`src/rtl/alu_pkg.sv`:
```
// +----------------------------------------------------------------+
// | alu_pkg : shared widths and opcode encoding for alu8_reg       |
// | Rev 1.0 : initial release                                      |
// +----------------------------------------------------------------+
`default_nettype none

package alu_pkg;

  localparam int WIDTH = 8;
  localparam int OPW   = 5;

  typedef enum logic [OPW-1:0] {
    OP_ADD    = 5'd0,
    OP_SUB    = 5'd1,
    OP_AND    = 5'd2,
    OP_OR     = 5'd3,
    OP_XOR    = 5'd4,
    OP_NOT    = 5'd5,
    OP_NEG    = 5'd6,
    OP_SHL    = 5'd7,
    OP_SHR    = 5'd8,
    OP_SHRA   = 5'd9,
    OP_ROL    = 5'd10,
    OP_ROR    = 5'd11,
    OP_MUL    = 5'd12,
    OP_DIV    = 5'd13,
    OP_PASS_A = 5'd14,
    OP_PASS_B = 5'd15
  } alu_op_t;

endpackage

`default_nettype wire

```
`src/rtl/alu8_shifter.sv`:
```
// +----------------------------------------------------------------+
// | alu8_shifter : combinational shift/rotate unit for alu8_reg    |
// | Rev 1.0 : initial release                                      |
// +----------------------------------------------------------------+
`default_nettype none

module alu8_shifter #(
  parameter int WIDTH = alu_pkg::WIDTH,
  parameter int OPW   = alu_pkg::OPW,
  parameter int SW    = $clog2(WIDTH)
) (
  input  logic [WIDTH-1:0] a,
  input  logic [SW:0]      amt,
  input  logic [OPW-1:0]   op,
  output logic [WIDTH-1:0] res
);
  import alu_pkg::*;

  logic [2*WIDTH-1:0] w_dbl;
  logic [SW-1:0]      w_rot;

  assign w_dbl = {a, a};
  assign w_rot = amt[SW-1:0];

  // Shifts by >= WIDTH naturally yield zero (or sign fill for >>>).
  always_comb begin
    res = '0;
    case (op)
      OP_SHL:  res = a << amt;
      OP_SHR:  res = a >> amt;
      OP_SHRA: res = $unsigned($signed(a) >>> amt);
      OP_ROL:  res = WIDTH'((w_dbl << w_rot) >> WIDTH);
      OP_ROR:  res = WIDTH'(w_dbl >> w_rot);
      default: res = '0;
    endcase
  end

endmodule

`default_nettype wire

```
`src/rtl/alu8_reg.sv`:
```
// +----------------------------------------------------------------+
// | alu8_reg : registered 8-bit ALU; ALU_MULDIV_EN builds MUL/DIV  |
// | Rev 1.0 : initial release                                      |
// +----------------------------------------------------------------+
`default_nettype none

module alu8_reg #(
  parameter int WIDTH = alu_pkg::WIDTH,
  parameter int OPW   = alu_pkg::OPW
) (
  input  logic             clk,
  input  logic             rst_n,
  input  logic [WIDTH-1:0] in_a,
  input  logic [WIDTH-1:0] in_b,
  input  logic [OPW-1:0]   in_c,
  output logic [WIDTH-1:0] out_res_rc,
  output logic [WIDTH-1:0] carryout
);
  import alu_pkg::*;

  localparam int SW = $clog2(WIDTH);

  logic [WIDTH:0]   w_sum;
  logic [WIDTH:0]   w_diff;
  logic [WIDTH-1:0] w_shift;
  logic [WIDTH-1:0] w_res;
  logic [WIDTH-1:0] w_aux;

  assign w_sum  = {1'b0, in_a} + {1'b0, in_b};
  assign w_diff = {1'b0, in_a} - {1'b0, in_b};

  alu8_shifter #(
    .WIDTH (WIDTH),
    .OPW   (OPW),
    .SW    (SW)
  ) u_shifter (
    .a   (in_a),
    .amt (in_b[SW:0]),
    .op  (in_c),
    .res (w_shift)
  );

`ifdef ALU_MULDIV_EN
  logic [2*WIDTH-1:0] w_prod;
  logic [WIDTH-1:0]   w_quo;
  logic [WIDTH-1:0]   w_rem;

  assign w_prod = {{WIDTH{1'b0}}, in_a} * {{WIDTH{1'b0}}, in_b};
  // Divide-by-zero returns all ones and passes the dividend as remainder.
  assign w_quo  = (in_b == '0) ? '1   : in_a / in_b;
  assign w_rem  = (in_b == '0) ? in_a : in_a % in_b;
`endif

  always_comb begin
    w_res = '0;
    w_aux = '0;
    case (in_c)
      OP_ADD: begin
        w_res = w_sum[WIDTH-1:0];
        w_aux = {{(WIDTH-1){1'b0}}, w_sum[WIDTH]};
      end
      OP_SUB: begin
        w_res = w_diff[WIDTH-1:0];
        w_aux = {{(WIDTH-1){1'b0}}, w_diff[WIDTH]};
      end
      OP_AND:    w_res = in_a & in_b;
      OP_OR:     w_res = in_a | in_b;
      OP_XOR:    w_res = in_a ^ in_b;
      OP_NOT:    w_res = ~in_a;
      OP_NEG: begin
        w_res = '0 - in_a;
        w_aux = {{(WIDTH-1){1'b0}}, |in_a};
      end
      OP_SHL, OP_SHR, OP_SHRA, OP_ROL, OP_ROR: w_res = w_shift;
`ifdef ALU_MULDIV_EN
      OP_MUL: begin
        w_res = w_prod[WIDTH-1:0];
        w_aux = w_prod[2*WIDTH-1:WIDTH];
      end
      OP_DIV: begin
        w_res = w_quo;
        w_aux = w_rem;
      end
`endif
      OP_PASS_A: w_res = in_a;
      OP_PASS_B: w_res = in_b;
      default: begin
        w_res = '0;
        w_aux = '0;
      end
    endcase
  end

  always_ff @(posedge clk or negedge rst_n) begin
    if (!rst_n) begin
      out_res_rc <= '0;
      carryout   <= '0;
    end else begin
      out_res_rc <= w_res;
      carryout   <= w_aux;
    end
  end

endmodule

`default_nettype wire

```
`config.mk`:
```
export PLATFORM = sky130hd
export DESIGN_NAME = alu8_reg
export DESIGN_NICKNAME = d
export VERILOG_FILES = /design/src/rtl/alu_pkg.sv /design/src/rtl/alu8_shifter.sv /design/src/rtl/alu8_reg.sv
export SDC_FILE = /design/constraint.sdc
export NUM_CORES = 1
export LEC_CHECK = 0
export ABC_CLOCK_PERIOD_IN_PS = 900
export CAP_MARGIN = 10
export CORE_ASPECT_RATIO = 1.75
export CORE_MARGIN = 2
export CORE_UTILIZATION = 45
export DETAILED_ROUTE_END_ITERATION = 10
export GPL_ROUTABILITY_DRIVEN = 0
export PLACE_DENSITY = 0.67
export SLEW_MARGIN = 10
export SYNTH_ARGS = -nofsm -noshare
export SYNTH_HDL_FRONTEND = slang
export SYNTH_HIERARCHICAL = 1
export SYNTH_SLANG_ARGS = --single-unit
```
`constraint.sdc`:
```
create_clock -name clk -period 0.9 [get_ports clk]
set_input_delay 0.18 -clock clk [delete_from_list [all_inputs] [get_ports clk]]
set_output_delay 0.18 -clock clk [all_outputs]
set_load 0.005 [all_outputs]
```
**Word-level counts from Yosys, hierarchy flattened**

Cells that the tools add are included.

- Add/sub/neg operators: 3
- Equal/unequal tests: 13
- Shifts and indexed selects: 5
- Multiplexer cells: 3
- Bitwise logic cells: 4
- Reductions and logical operators: 3

Operator list:

| kind | number |
|---|---|
| $pmux W8 S10 | 1 |
| $pmux W8 S5 | 1 |
| $eq A5 B4 Y1 const B | 6 |
| $eq A5 B3 Y1 const B | 4 |
| $shl A16 B3 Y16 | 1 |
| $shr A16 B3 Y8 | 1 |
| $eq A5 B2 Y1 const B | 2 |
| $add A8 B8 Y9 | 1 |
| $sub A8 B8 Y9 | 1 |
| $and A8 B8 Y8 | 1 |
| $not A8 Y8 | 1 |
| $or A8 B8 Y8 | 1 |
| $reduce_or A8 Y1 | 1 |
| $shl A8 B4 Y8 | 1 |
| $shr A8 B4 Y8 | 1 |
| $sshr A8 B4 Y8 | 1 |
| $sub A1 B8 Y8 const A | 1 |
| $xor A8 B8 Y8 | 1 |
| $eq A5 B1 Y1 const B | 1 |
| $logic_not A5 Y1 | 1 |
| $reduce_or A5 Y1 | 1 |
| $pmux W1 S3 | 1 |

- Bits in registers: 16
- Input bits: 23
- Logic and storage cells: 33

**Depth between registers and ports, before layout**

- Depth in word-level cells: 3
- Mapped depth: 11
- Mapped depth without buffers: 9

**Hierarchy**

Netlist, hierarchy kept.

By module, submodules not included:

| module | times used | cells an instance | area an instance (um2) |
|---|---|---|---|
| alu8_reg | 1 | 224 | 1796.7 |
| alu8_shifter | 1 | 162 | 1208.7 |

**Worst setup path before layout**

OpenSTA, ideal clock, no wires.

- Kind: input -> register
- From: in in_b[1]
- To: reg out_res_rc[6]
- Setup time: 142 ps
- Arrival: 1724 ps
- Data required time: 758 ps
- Setup slack: -966 ps
- Stages: 11
- Buffers on the path: 2
- Cells stage by stage: buf_6 > buf_12 > mux2_4 > mux2i_1 > a211oi_1 > a31oi_1 > o21ai_0 > nand2_1 > o21ai_0 > a2111oi_0 > o21ai_0

- Cells in the longest elaborated chain, start to end: 3
- Elaborated cells between the ends (all ways): 9

Ends and longest elaborated chain:

| what | line | source |
|---|---|---|
| start: declaration | alu8_reg.sv:14 | `input logic [WIDTH-1:0] in_b,` |
| $sshr A8 B4 Y8 (tied with other cells) | alu8_shifter.sv:31 | `OP_SHRA: res = $unsigned($signed(a) >>> amt);` |
| $pmux W8 S5 * | alu8_shifter.sv:28 | `case (op)` |
| named net w_shift[6] | alu8_reg.sv:25 | `logic [WIDTH-1:0] w_shift;` |
| $pmux W8 S10 * | alu8_reg.sv:57 | `case (in_c)` |
| named net w_res[6] | alu8_reg.sv:26 | `logic [WIDTH-1:0] w_res;` |
| end signal: assignment | alu8_reg.sv:99 | `out_res_rc <= w_res;` |
| end: declaration | alu8_reg.sv:16 | `output logic [WIDTH-1:0] out_res_rc,` |

Mark *: on every way through the listed nets, which the timed path passes. The rest lies on a longest branch.

**Final worst setup path**

- From: in in_b[1]
- To: reg out_res_rc[2]

The elaborated chain is that of the path after synthesis.

==> reports/metrics.csv <==
stage,metric,value,unit
yosys,top_reg_cell synth,dfrtp_1,
layout,area delta synth->final,63.24,%
flow_run,Max Cap Violations,0,
power_and_ir_drop,P_leak,0.002149,uW
cts,# hold bufs at CTS,0,
sta,fin crit share,2.262,
worst_setup_path,CP endpoint kind,flop,
placed_design,post-DP HPWL,8938,microns
power_and_ir_drop,Switching Fraction,0.3988,
worst_setup_path,CP peak stage delay,300,ps
yosys,Synth warnings,6,
drt,1st-iter DRT viols,544,
die,I/O pins,39,
yosys,"FFs w/ async S/R, synth",1.000,
power_and_ir_drop,clock network fraction of total power,0.217,
sta,slew margin rel.,0.6690,
sta,slack of the critical path,-1136,ps
worst_setup_path,Worst Setup Path Type,primary input to flop,
cts,H-tree levels,1,
global_route,total grt overflow,0,
outcome,outcome,finished with violations,
yosys,Syn Inst Count,386,
die,DIE AREA,7374,sq um
yosys,"FF+latch count, synth",9,
worst_setup_path,crit path max fanout,5,
cts,Clock Sinks,9,
power_and_ir_drop,PwrDens,755.1,nW/um^2
die,Die X,65.78,microns
global_route,first-pass GRT wire length,20130,microns
layout,utilization after layout,0.7559,
cts,Clock transition at path regs,40,ps
global_route,total track usage,0.3556,
power_and_ir_drop,cell-internal power,2227,uW
sta,FMAX,0.4912,GHz
outcome,failing checks,negative setup slack,
power_and_ir_drop,Psw,1477,uW
sta,measured slew at the worst slew-check pin,494.3,ps
layout,share of cells above drive strength 1,0.5242,
power_and_ir_drop,register share of total power,0.122,
drt,DRC Markers,0,
cts,maximum buffer depth of the clock tree,2,
power_and_ir_drop,Gate power share,0.661,
power_and_ir_drop,Worst VDD drop,0.8732,mV
cts,root buf cell,clkbuf_16,
global_route,vias in the first global route,3960,
drt,via count,3919,
yosys,sequential element share of the synthesized area,0.07494,
sta,RSZ-0062 raised after global routing,true,
die,core area,6490,sq um
worst_setup_path,"Critical Path, Cell by Cell",buf_12 > buf_12 > buf_8 > mux2_4 > mux2i_4 > nor2_1 > a31oi_1 > o2111ai_2 > a221oi_2 > o2111ai_2,
sta,"Slew Viols, Final",0,
layout,"commonest non-fill, non-tap cell in the layout",buf_4,
global_route,largest net degree at the start of global routing,19,
drt,number of vias per cell,6.321,
yosys,Post-synth EDFFs,0,
hold_path,worst min-delay path class,primary input to async pin,
sta,Tmin final,2036,ps
cts,TritonCTS clock tree,yes,
layout,Final nets,589,
worst_setup_path,"slowest stage cell, crit path",mux2_4,
power_and_ir_drop,Pwr Total,3704,uW
layout,highest-count cells in the layout ignoring fill and taps,"buf_4, nor2_1, nand2_1",
yosys,mean post-synth cell area,7.786,sq um
die,Initial Utilization,0.4631,
drt,drt pass-1 iters,6,
layout,Filler Cell Count,424,
die,Die Y,112.1,microns
placed_design,IO buf count,31,
yosys,Syn Std Cell Area,3005,sq um
worst_setup_path,crit path DAT,2080,ps
die,# rows,39,
global_route,antenna violations before repair,0,
drt,Final ANT Viol Nets,0,
drt,Post-Route WL,13350,microns
yosys,"Distinct cells, synth",73,
sta,setup violators final,11,
worst_setup_path,Worst EP required,950,ps
drt,DR WL/cell,21.53,microns
layout,ANT cells,0,
cts,CTS Buf Count,3,
worst_setup_path,type of origin of the critical path,primary input,
sta,Final Hold Vio Count,0,
-- repair_timing --
item                                    in CTS  in global routing
pin swaps                                   39                 23
gates cloned                                 2                  0
resized for setup                          177                 40
endpoints found under the setup margin      18                 15
setup buffers                               25                  7
-- layout make-up --
type | instances | area (sq um) | area share
Clock buffer | 4 | 78.83 | 0.01607
Tap cell | 82 | 102.6 | 0.02091
Timing Repair Buffer | 174 | 1433 | 0.2920
Multi-Input combinational cell | 325 | 2955 | 0.6024
Sequential cell | 9 | 225.2 | 0.04591
Inverter | 26 | 111.4 | 0.02270
-- worst max-delay path, delay by kind of cell --
kind	cells	cell delay, ps
mux	2	520
simple gates	1	80
compound gates	4	920
buf+inv	3	360
-- synthesized netlist by cell type, types with 4 or more instances --
cell type,n,area [sq um]
nand2_1,34,127.6
nor2_1,34,127.6
ha_1,25,312.8
inv_1,25,93.84
o21ai_0,24,120.1
mux2i_1,19,190.2
a21oi_1,15,75.07
buf_2,11,55.05
buf_4,11,82.58
mux2_2,11,123.9
o211ai_1,10,75.07
dfrtp_1,9,225.2
nor3_1,9,45.04
nand2b_1,8,50.05
xnor2_1,8,70.07
a31oi_1,7,43.79
nor2b_1,7,43.79
o2111ai_1,7,61.31
mux4_2,6,135.1
a211oi_1,5,37.54
a22oi_1,5,37.54
buf_6,5,56.30
nand3_1,5,25.02
a221oi_1,4,35.03
a32oi_1,4,35.03
mux2_4,4,60.06
nand4_1,4,25.02
o21ai_1,4,20.02
-- worst max path at each step --
stage / startpoint / to / slack (ps) / depth (start not counted)
detailed placement: in_b[1] / out_res_rc[2] / -1870 / 10
finish: in_b[1] / out_res_rc[2] / -1140 / 10
floorplan: in_b[1] / out_res_rc[6] / -850 / 11
global route: in_b[1] / out_res_rc[2] / -1160 / 10
CTS: in_a[7] / out_res_rc[2] / -1040 / 8
global placement: in_b[1] / out_res_rc[2] / -1860 / 10
-- metrics by stage --
step | hold WS [ps] | TNS [ps] | instance area (sq um) | worst slack [ps] | std cells
6_report | 231.1 | -8839 | 4906 | -1136 | 620
5_1_grt | 254.2 | -9298 | 4906 | -1156 | 620
4_1_cts | 236.2 | -8370 | 4812 | -1043 | 618
3_5_place_dp | 482.8 | -15290 | 4187 | -1868 | 587
3_3_place_gp | 479.8 | -15140 | 4187 | -1860 | 587
2_1_floorplan | -115.6 | -6778 | 3129 | -853.5 | 392
-- logic make-up after synthesis --
logic type / Yosys count / synth area share
AND/OR/NAND/NOR: 120 / 0.2023
AO/OA/AOI/OAI: 119 / 0.2814
buffers and inverters: 58 / 0.1091
multiplexers: 42 / 0.1844
adder cells (fa/ha/maj): 27 / 0.1174
XOR/XNOR: 10 / 0.02914
flip-flops: 9 / 0.07494
other: 1 / 0.001248
-- metal layers --
metal / GRT usage / part of all wire
met2: 0.6236 / 0.50
met4: 0.2833 / 0.10
met5: 0 / 0
met1: 0.3645 / 0.32
met3: 0.04309 / 0.069
-- power by group through the flow --
| stage | Combinational, uW | Clock (uW) | Sequential [uW] |
|---|---|---|---|
| 5_1_grt | 2580 | 824 | 455 |
| 4_1_cts | 2260 | 804 | 452 |
| 3_3_place_gp | 1940 | 0 | 458 |
| 3_5_place_dp | 1970 | 0 | 459 |
| 2_1_floorplan | 1080 | 0 | 461 |
| 6_report | 2450 | 803 | 452 |
-- state kept, by name, indices dropped and copies added (netlist names) --
| name | cells |
|---|---|
| out_res_rc | 8 |
| carryout | 1 |
Power figures use the tool's default switching activity.
